--- src/rtl/pipo_pkg.sv ---
// -----------------------------------------------------------------------------
// pipo_pkg
//
// Shared definitions for the PIPO bidirectional shift register used in the
// floating-point adder datapath: the mode encoding seen on the S input, the
// default register width, and small helpers for the guard/round/sticky logic.
//
// Optional build macro used by the consumers of this package:
//   PIPO_ZERO_FLAG_EN - adds a registered "next A is zero" flag to the top.
// -----------------------------------------------------------------------------
package pipo_pkg;

    // Mantissa width including the hidden bit.
    localparam int PIPO_WIDTH = 24;

    // Per-cycle operation selected by S.
    typedef enum logic [1:0] {
        HOLD = 2'b00,
        SHR  = 2'b01,
        SHL  = 2'b10,
        LOAD = 2'b11
    } pipo_mode_e;

    // Guard/round/sticky bundle kept below A[0].
    typedef struct packed {
        logic guard;
        logic round;
        logic sticky;
    } pipo_grs_t;

    localparam pipo_grs_t PIPO_GRS_ZERO = '{guard: 1'b0, round: 1'b0, sticky: 1'b0};

    // Next guard/round/sticky state for a given mode. a_lsb is A[0] before
    // the update; it becomes the new guard on a right shift.
    function automatic pipo_grs_t pipo_grs_next(input pipo_mode_e mode,
                                                input pipo_grs_t  cur,
                                                input logic       a_lsb);
        pipo_grs_t nxt;
        nxt = cur;
        case (mode)
            SHR: begin
                nxt.guard  = a_lsb;
                nxt.round  = cur.guard;
                nxt.sticky = cur.sticky | cur.round;
            end
            SHL: begin
                // Guard moves up into A[0] (handled by the parent), round
                // moves up into guard, and a zero enters round. Sticky is
                // left alone: information already folded into it is lost.
                nxt.guard  = cur.round;
                nxt.round  = 1'b0;
                nxt.sticky = cur.sticky;
            end
            LOAD: begin
                nxt = PIPO_GRS_ZERO;
            end
            default: begin
                nxt = cur;
            end
        endcase
        return nxt;
    endfunction

endpackage : pipo_pkg

--- src/rtl/pipo_grs_tracker.sv ---
// -----------------------------------------------------------------------------
// pipo_grs_tracker
//
// Holds the guard, round and sticky flops that sit below A[0] of the PIPO
// shift register, and applies their update rules for each mode.
//
// Ports:
//   Clk      in   clock, rising edge
//   Clear    in   synchronous active-high clear, zeroes all three flags
//   mode_i   in   current operation (pipo_mode_e)
//   a_lsb_i  in   A[0] before this edge, shifted into guard on SHR
//   guard_o  out  registered guard bit (first bit below A[0])
//   round_o  out  registered round bit (bit below guard)
//   sticky_o out  registered OR of everything shifted out below round
// -----------------------------------------------------------------------------
module pipo_grs_tracker
    import pipo_pkg::*;
(
    input  logic       Clk,
    input  logic       Clear,
    input  pipo_mode_e mode_i,
    input  logic       a_lsb_i,
    output logic       guard_o,
    output logic       round_o,
    output logic       sticky_o
);

    pipo_grs_t grs_q;
    pipo_grs_t grs_d;

    always_comb begin
        grs_d = grs_q;
        grs_d = pipo_grs_next(mode_i, grs_q, a_lsb_i);
    end

    always_ff @(posedge Clk) begin
        if (Clear) begin
            grs_q <= PIPO_GRS_ZERO;
        end else begin
            grs_q <= grs_d;
        end
    end

    assign guard_o  = grs_q.guard;
    assign round_o  = grs_q.round;
    assign sticky_o = grs_q.sticky;

endmodule : pipo_grs_tracker

--- src/rtl/pipo_bidirectional_shift_register.sv ---
// -----------------------------------------------------------------------------
// pipo_bidirectional_shift_register
//
// Parallel-in/parallel-out mantissa register for the floating-point adder.
// Each clock it holds, loads, shifts right by one (operand alignment) or
// shifts left by one (result normalisation). Bits leaving on the right are
// tracked in registered guard/round/sticky flags for later rounding; a left
// shift pulls guard back into A[0], so SHR followed by SHL is lossless as
// long as nothing has reached sticky yet.
//
// Ports:
//   Clk     in   clock, all state updates on the rising edge
//   Clear   in   synchronous active-high clear, priority over S
//   I       in   [WIDTH-1:0] parallel load data
//   S       in   [1:0] mode: 00 hold, 01 shift right, 10 shift left, 11 load
//   A       out  [WIDTH-1:0] registered register contents
//   guard   out  registered bit just below A[0]
//   round   out  registered bit below guard
//   sticky  out  registered OR of bits shifted out below round
//   zero    out  (only with PIPO_ZERO_FLAG_EN) registered "A is all zero",
//                set to 1 by Clear
//
// Build macro: PIPO_ZERO_FLAG_EN enables the zero output.
// -----------------------------------------------------------------------------
module pipo_bidirectional_shift_register
    import pipo_pkg::*;
#(
    parameter int WIDTH = PIPO_WIDTH
) (
    input  logic             Clk,
    input  logic             Clear,
    input  logic [WIDTH-1:0] I,
    input  logic [1:0]       S,
    output logic [WIDTH-1:0] A,
    output logic             guard,
    output logic             round,
`ifdef PIPO_ZERO_FLAG_EN
    output logic             sticky,
    output logic             zero
`else
    output logic             sticky
`endif
);

    pipo_mode_e       mode;
    logic [WIDTH-1:0] a_q;
    logic [WIDTH-1:0] a_d;
    logic             guard_w;

    assign mode = pipo_mode_e'(S);

    // Mode mux for the main register. On SHL the vacated A[0] is refilled
    // from guard, and A[WIDTH-1] falls off the top.
    always_comb begin
        a_d = a_q;
        case (mode)
            SHR:     a_d = {1'b0, a_q[WIDTH-1:1]};
            SHL:     a_d = {a_q[WIDTH-2:0], guard_w};
            LOAD:    a_d = I;
            default: a_d = a_q;
        endcase
    end

    always_ff @(posedge Clk) begin
        if (Clear) begin
            a_q <= '0;
        end else begin
            a_q <= a_d;
        end
    end

    pipo_grs_tracker u_grs (
        .Clk      (Clk),
        .Clear    (Clear),
        .mode_i   (mode),
        .a_lsb_i  (a_q[0]),
        .guard_o  (guard_w),
        .round_o  (round),
        .sticky_o (sticky)
    );

    assign A     = a_q;
    assign guard = guard_w;

`ifdef PIPO_ZERO_FLAG_EN
    // Computed from the next value of A so it is valid on the same edge.
    logic zero_q;

    always_ff @(posedge Clk) begin
        if (Clear) begin
            zero_q <= 1'b1;
        end else begin
            zero_q <= (a_d == '0);
        end
    end

    assign zero = zero_q;
`endif

endmodule : pipo_bidirectional_shift_register

--- config.mk ---
export PLATFORM = sky130hd
export DESIGN_NAME = pipo_bidirectional_shift_register
export DESIGN_NICKNAME = d
export VERILOG_FILES = /design/src/rtl/pipo_pkg.sv /design/src/rtl/pipo_grs_tracker.sv /design/src/rtl/pipo_bidirectional_shift_register.sv
export SDC_FILE = /design/constraint.sdc
export NUM_CORES = 1
export LEC_CHECK = 0
export ABC_AREA = 1
export BUFFER_PORTS_ARGS = -buffer_cell sky130_fd_sc_hd__buf_2
export CAP_MARGIN = 10
export CORE_MARGIN = 2
export CORE_UTILIZATION = 53
export CTS_CLUSTER_DIAMETER = 150
export DETAILED_ROUTE_END_ITERATION = 12
export HOLD_SLACK_MARGIN = 0.1
export PLACE_DENSITY = 0.87
export SYNTH_ARGS = -nofsm -noshare
export SYNTH_HDL_FRONTEND = slang
export SYNTH_SLANG_ARGS = --single-unit
--- constraint.sdc ---
create_clock -name Clk -period 1.6 [get_ports Clk]
set_input_delay 0.16 -clock Clk [delete_from_list [all_inputs] [get_ports Clk]]
set_output_delay 0.16 -clock Clk [all_outputs]
set_load 0.005 [all_outputs]
==> metrics, run 1 <==
Hold WS 129 ps; total of max-cap violations 0; kind of critical path reg -> out; die height 58.8 microns; failing checks design-rule violations; Die Area between 3000 and 4000 sq um; Layout Skew 6.30 ps; DRC 2; outcome finished with violations; Setup WS pre-CTS 319 ps; post-detail-place hpwl 2.95 mm; WL/cell around 13 microns; clk_lat worst skew 320 ps; nets@finish 321; number of fill cells ~260; vias in the first global route 1511; post-DR vias/cell 5.37; Netlist cell types 23; post-synthesis sequential area ratio 34.0%; initial core utilization between 50% and 60%; Mapped Cells 245; global placer's final weighted congestion 0.854; synth top area cells dfxtp_1 (34%), nand3_1 (14%), nor2_1 (10%), nand2_1 (9.7%), inv_1 (6.1%); grt ovf 0; total wire length 4.15 mm; final setup fails 0; CP Max Fanout 4; first-iteration detailed-routing DRC count 75; setup TNS 0 ps; core area 2810 sq um; IR drop worst, VDD 0.378 mV; Root Driver clkbuf_4; Overall Global Routing Usage around a quarter; fin. max-slew vios 0; via count 1733; Clock Path Buffers 2; Hold Path Class in -> reg; Cell Area, Synth between 1500 and 2000 sq um; Worst Path Arrival 900 ps; total power 1.37 mW; pin count of the biggest net entering global routing 30; PD cells 745 nW/um^2; CTS buffer count 3; Clock Pin Slew Worst Setup and Hold Paths about 150 ps; number of clock sinks 27; fin crit share 66.2%; # rows 19; Post-CTS Repair Setup Buffers 0; Max-slew headroom 69.1%; Critical path buffers and inverters 1; CP top delay family flip-flops; maximum clock frequency 944 MHz; minimum clock period 1060 ps; Leak 1.01 nW; RSZ-0062 raised after global routing no; critical path endpoint category output pin; Setup WS post-layout 540 ps; Final Util 65.8%; Area Growth Syn to Fin 16.0%; CTS HTree Levels 1; CP required 1440 ps; Synthesis Warnings 0; Final Hold Fails 0; largest area contributor in the netlist dfxtp_1; Slew @ Worst Pin 463 ps; syn avg cell area 6.50 sq um; register bit total from synthesis 27; CTS resizes 0; Critical Path Source Type flop; TritonCTS clock tree built; post-route antenna net violation count 0; total nets after synthesis 273; initial antenna violation count 0; IO Pins 55; first-pass GRT wire length roughly 6.7 mm; critical path's largest stage delay between 400 and 500 ps; port bufs 54; share of layout cells above drive strength 1 approximately a quarter; hold_buf cts 0; final antenna diode count 0; drt pass-1 iters 8; slowest stage cell on the critical path dfxtp_1; crit path cell chain buf_2; Die X 58.8 microns; top cell type's share of synthesized area about a third
registers in the layout, indices dropped and copies added (netlist names):
signal and count:
u_grs.round_o 1, u_grs.guard_o 1, A 24, u_grs.sticky_o 1
power by group:
part	leakage (nW)	switching [mW]	internal, mW
clock	0.0150	0.197	0.0974
sequential	0.222	0.0437	0.717
combinational	0.771	0.185	0.134
layout make-up:
type                    count  area, sq um  area share, %
repair buffers             59          308           16.7
multi-input cells         173          823           44.6
well taps                  31         38.8           2.10
inverters                  29          109           5.90
clock buffers               4         26.3           1.42
flip-flops and latches     27          541           29.3
cells by family (layout without fill, tap and decap cells):
kind of cell / after synthesis / in the layout / share of synthesized area (%)
flip-flops: 27 / 27 / 34.0
buffers and inverters: 45 / 92 / 14.3
AO/OA/AOI/OAI: 34 / 34 / 12.3
AND/OR/NAND/NOR: 139 / 139 / 39.4
stage by stage:
stage	cells	instance area [sq um]
final	323	1850
after global routing	323	1850
after CTS	323	1850
after detailed placement	319	1820
after global placement	319	1820
after floorplan	245	1590
cell usage in the layout (no fill, tap or decap), types with 2 or more instances in the layout:
cell type / n
clkbuf_4: 3
buf_4: 5
nand3_1: 45
nor2_1: 44
nand3_2: 6
a21oi_1: 10
dfxtp_1: 27
buf_2: 54
o21ai_1: 3
inv_1: 26
o21ai_0: 11
nand2_1: 41
o21bai_1: 9
inv_2: 2
cell usage after synthesis:
master / number
nand3_1: 45
inv_1: 26
o21ai_0: 11
buf_4: 4
buf_2: 6
dfxtp_1: 27
o21ai_1: 3
nand2_1: 41
a21oi_1: 10
clkbuf_1: 2
buf_8: 1
inv_2: 2
nor3_1: 1
nor2_2: 1
nand3_2: 6
clkinv_1: 1
o21bai_1: 9
buf_6: 1
buf_12: 1
nor2_1: 44
o21ai_2: 1
clkbuf_2: 1
nand2_4: 1
per-layer routing:
layer | GRT usage, % | vias up | wire length (microns)
li1 | - | 881 | -
met5 | 0 | - | 0
met1 | 35.0 | 766 | 1880
met4 | 7.14 | 0 | 36
met2 | 39.4 | 82 | 1910
met3 | 3.96 | 4 | 322
final timing paths:
kind                 start            end  slack [ps]  cells past startpoint
max                   A[8]           A[8]         540                      1
max reg2reg          A[15]          A[14]         790                      4
min reg2reg  u_grs.round_o  u_grs.round_o         530                      2
min                   I[2]           A[2]         130                      5
Power figures use the tool's default switching activity.
==> run 2: changes to the inputs <==
--- a/config.mk
+++ b/config.mk
@@ -9,11 +9,11 @@
 export BUFFER_PORTS_ARGS = -buffer_cell sky130_fd_sc_hd__buf_2
 export CAP_MARGIN = 10
 export CORE_MARGIN = 2
-export CORE_UTILIZATION = 53
+export CORE_UTILIZATION = 45
 export CTS_CLUSTER_DIAMETER = 150
 export DETAILED_ROUTE_END_ITERATION = 12
 export HOLD_SLACK_MARGIN = 0.1
-export PLACE_DENSITY = 0.87
+export PLACE_DENSITY = 0.79
 export SYNTH_ARGS = -nofsm -noshare
 export SYNTH_HDL_FRONTEND = slang
 export SYNTH_SLANG_ARGS = --single-unit
==> constraint.sdc (replaced) <==
create_clock -name Clk -period 0.9 [get_ports Clk]
set_input_delay 0.09 -clock Clk [delete_from_list [all_inputs] [get_ports Clk]]
set_output_delay 0.09 -clock Clk [all_outputs]
set_load 0.005 [all_outputs]
==> metrics, run 2 (same netlist as run 1, synthesis figures left out) <==
IR drop worst, VDD 0.688 mV; die height between 60 and 70 microns; Critical Path Source Type flop; R2R cell count 5; Seq pwr share between 40% and 50%; Root Driver clkbuf_4; # rows 21; Critical path buffers and inverters 2; share of layout cells above drive strength 1 43.8%; post-route antenna net violation count 0; Die Area 4030 sq um; WL/cell 14.5 microns; switching power 0.922 mW; Net Sw Frac 32.0%; first-iteration detailed-routing DRC count 230; vias in the first global route 2002; CP required between 1000 and 1500 ps; Power Internal 1.96 mW; PD cells 1120 nW/um^2; total wire length 5.79 mm; Setup WS post-layout -159 ps; Worst Path Arrival 1320 ps; initial core utilization 47.3%; Hold Path Class in -> reg; grt ovf 0; Die X 63.5 microns; slowest stage cell on the critical path dfxtp_2; crit path cell chain buf_6, o21bai_1, nand3_1, nand2_1, inv_1; final setup fails 18; failing checks negative setup slack; Critical R2R Launch A[4]; post-DR vias/cell 5.34; Post-Layout Cell Count 398; hold depth 5; Layout Skew approximately 6.8 ps; drt pass-1 iters 8; Clock Path Buffers 2; critical path endpoint category flop; CP Max Fanout 3; TritonCTS clock tree built; CTS HTree Levels 1; kind of critical path reg -> reg; port bufs 54; fin. max-slew vios 0; DRC 0; minimum clock period 1060 ps; pin count of the biggest net entering global routing 20; Max-slew headroom between 80 and 90%; Leak 1.36 nW; Clock Pin Slew Worst Setup and Hold Paths 160 ps; IO Pins between 50 and 60; Area Growth Syn to Fin 61.6%; core area 3360 sq um; nets@finish 381; Setup WS pre-CTS -35.9 ps; post-detail-place hpwl 3.15 mm; Slew @ Worst Pin approximately 200 ps; clk_lat worst skew roughly 340 ps; initial antenna violation count 0; fin crit share 118%; Clock Power Share between 15 and 20%; R2R Path End A[3]; Final Hold Fails 0; Hold Path Origin I[22]; R2R Setup Slk -160 ps; via count 2124; number of clock sinks 27; RSZ-0062 raised after global routing yes; first-pass GRT wire length roughly 9 mm; total of max-cap violations 0; commonest non-fill, non-tap cell in the layout buf_2; most frequent cells in the layout buf_2 (45), nand3_1 (42), nor2_1 (39), nand2_1 (37), buf_4 (34); combinational fraction of design power 33.6%; max reg flops 24; CTS buffer count 3; outcome finished with violations; global placer's final weighted congestion approximately 0.79; CP top delay family flip-flops; critical path's largest stage delay 360 ps; Overall Global Routing Usage about 28%; dpl cells ~350; Hold Path End A[22]; final antenna diode count 0; maximum clock frequency roughly 940 MHz
==> run 2: cell count changes in the layout (fill, tap and decap cells not counted), moves of 9 or more <==
cell and delta:
dfxtp_2 +26, buf_4 +29, buf_2 -9, dfxtp_1 -27, buf_6 +16, dlygate4sd3_1 +20
==> run 2: power groups by stage <==
stage | clock [mW] | combinational (mW) | sequential [mW]
after global routing | 0.612 | 1.05 | 1.36
final | 0.564 | 0.967 | 1.35
after global placement | 0 | 0.636 | 1.37
after floorplan | 0 | 0.376 | 1.37
after CTS | 0.558 | 0.850 | 1.33
after detailed placement | 0 | 0.646 | 1.38
==> run 2: per-layer routing <==
metal,global-route usage [%],wire (microns),vias up
li1,-,-,1001
met1,33.3,2320,955
met2,48.8,2780,138
met3,4.46,456,30
met4,12.0,226,0
met5,0,0,-
==> run 2: area by class of cell <==
type                       count  area, sq um
clock buffer                   3         22.5
clock inverter                 1         5.00
fill                         265          791
inverter                      29          109
multi-input combinational    173          861
sequential                    27          577
tap                           46         57.6
timing repair buffer         119          941
==> run 2: what timing repair did <==
item	4_1_cts	5_1_grt
hold endpoints to repair	20	0
gates resized for setup	27	31
pin swaps	0	23
buffers inserted	23	0
setup endpoints to repair	26	40
hold buffers	20	0
==> run 2: worst max path at each step <==
stage	startpoint	endpoint	slack (ps)	cells after the start
3_3_place_gp	S[0]	A[20]	-10	6
2_1_floorplan	S[1]	A[13]	120	6
3_5_place_dp	S[0]	A[20]	-40	6
4_1_cts	A[9]	A[9]	-20	1
5_1_grt	A[4]	A[3]	-170	5
6_report	A[4]	A[3]	-160	5
==> run 2: metrics by stage <==
step / setup TNS, ps / power (mW) / util [%] / cell area, sq um / hold WS [ps]
floorplan: 0 / 1.75 / - / 1590 / 235
global placement: -52.9 / 2.01 / 59.9 / 2020 / 392
detailed placement: -470 / 2.02 / 59.9 / 2020 / 404
CTS: -18.0 / 2.74 / 73.0 / 2450 / 102
global route: -1440 / 3.02 / 76.5 / 2570 / 119
finish: -387 / 2.88 / 76.5 / 2570 / 106
==> run 2: worst reg2reg max path: cells and delay by family, from the launching register on <==
kind,cells,cell delay [ps]
AO/OA/AOI/OAI,1,190
buffers and inverters,2,170
flip-flops,1,360
AND/OR/NAND/NOR,2,260
==> run 3: changes to the inputs <==
--- a/config.mk
+++ b/config.mk
@@ -8,6 +8,7 @@
 export ABC_AREA = 1
 export BUFFER_PORTS_ARGS = -buffer_cell sky130_fd_sc_hd__buf_2
 export CAP_MARGIN = 10
+export CORE_ASPECT_RATIO = 0.9
 export CORE_MARGIN = 2
 export CORE_UTILIZATION = 45
 export CTS_CLUSTER_DIAMETER = 150
==> metrics, run 3 (same netlist as run 1, synthesis figures left out) <==
outcome finished clean; PD cells 1330 nW/um^2; Slew @ Worst Pin 340 ps; critical path's largest stage delay 380 ps; first-pass GRT wire length slightly below 7 mm; via count ~1800; final antenna diode count 0; initial core utilization about 47%; # rows 20; final setup fails 0; fin. max-slew vios 0; Critical R2R Launch A[2]; R2R cell count 4; Post-CTS Repair Setup Buffers 0; Clock Path Buffers 2; Die X 66.7 microns; number of clock sinks 27; max reg flops 24; Leak 1.08 nW; share of layout cells above drive strength 1 between 30% and 40%; Layout Skew around 1.2 ps; total wire length roughly 4.2 mm; maximum clock frequency approximately 1200 MHz; pin count of the biggest net entering global routing 30; RSZ-0062 raised after global routing no; hold_buf cts 0; Root Driver clkbuf_8; post-DR vias/cell 5.05; CP Launch Point A[0]; Die Area about 4000 sq um; core area 3380 sq um; WL/cell 12.1 microns; Area Growth Syn to Fin 25.6%; R2R Path End A[1]; global placer's final weighted congestion 0.820; R2R Setup Slk roughly 100 ps; first-iteration detailed-routing DRC count 95; Overall Global Routing Usage 21.8%; Hold Path Origin I[1]; fin crit share 95.4%; Critical Path Source Type flop; Final Util 59.2%; post-route antenna net violation count 0; vias in the first global route 1560; commonest non-fill, non-tap cell in the layout buf_2; Clock Pin Slew Worst Setup and Hold Paths approximately 90 ps; Final Hold Fails 0; Worst Path Arrival 770 ps; CP top delay family flip-flops; nets@finish roughly 330; slowest stage cell on the critical path dfxtp_2; most frequent cells in the layout buf_2 (54), nand3_1 (45), nor2_1 (44), nand2_1 (41), inv_1 (26); grt ovf 0; drt pass-1 iters 4; IR drop worst, VDD 0.650 mV; Critical path buffers and inverters 1; DRC 0; critical path endpoint category output pin; kind of critical path reg -> out; minimum clock period 858 ps; hold depth 5; Hold Path End A[1]; Hold WS 113 ps; post-detail-place hpwl 3.00 mm; total of max-cap violations 0; Max-slew headroom 77.3%; CTS HTree Levels 1; CTS buffer count 3; CP required 810 ps; die height 60.4 microns; crit path cell chain buf_2; TritonCTS clock tree built; initial antenna violation count 0; CP Max Fanout 4; clk_lat worst skew 270 ps; IO Pins between 50 and 60; Hold Path Class in -> reg; port bufs 54
==> run 3: changes by cell type in the layout (fill, tap and decap cells not counted), moves of 4 or more <==
cell,delta
nor2_2,-5
dfxtp_1,+4
buf_12,-4
nor2_1,+5
nand2_1,+4
buf_6,-16
nand2_2,-4
buf_4,-17
buf_2,+9
dlygate4sd3_1,-20
==> run 3: final cells by class <==
class,count,area (sq um)
sequential,27,569
multi-input combinational,173,823
timing repair buffer,71,398
clock buffer,4,45.0
fill,346,1380
tap,44,55.1
inverter,29,109
==> run 3: what timing repair did <==
action | 4_1_cts | 5_1_grt
setup endpoints to repair | 2 | 21
endpoints found under the hold margin | 0 | 0
pin swaps | 0 | 0
resized for setup | 2 | 21
==> run 3: power by group <==
group	internal (mW)	total, mW	switching, mW
logic	0.274	0.604	0.330
registers	1.29	1.37	0.0764
clock network	0.317	0.695	0.378
==> run 3: metal layers <==
layer  wire length (microns)  global-route usage [%]  vias up
li1                        -                       -      899
met5                       0                       0        -
met2                    1950                    36.9       68
met1                    1920                    28.8      785
met4                      35                    6.71        0
met3                     286                    4.08        4
==> run 3: per-stage QoR <==
stage | TNS [ps] | instance area, sq um | std cells | power, mW | worst slack [ps]
final | 0 | 2000 | 348 | 2.66 | 41.6
after global routing | 0 | 2000 | 348 | 2.81 | 8.56
after CTS | 0 | 1970 | 348 | 2.66 | 1.51
after detailed placement | -1130 | 1930 | 344 | 1.98 | -97.3
after global placement | -700 | 1930 | 344 | 1.97 | -61.6
after floorplan | 0 | 1590 | 245 | 1.75 | 119
==> run 3: worst max-delay path by stage <==
| stage | end | slack, ps | cells past startpoint |
|---|---|---|---|
| after floorplan | A[13] | 120 | 6 |
| after global placement | A[17] | -60 | 6 |
| after detailed placement | A[13] | -100 | 6 |
| after CTS | A[8] | 2 | 1 |
| after global routing | A[0] | 9 | 1 |
| final | A[0] | 40 | 1 |
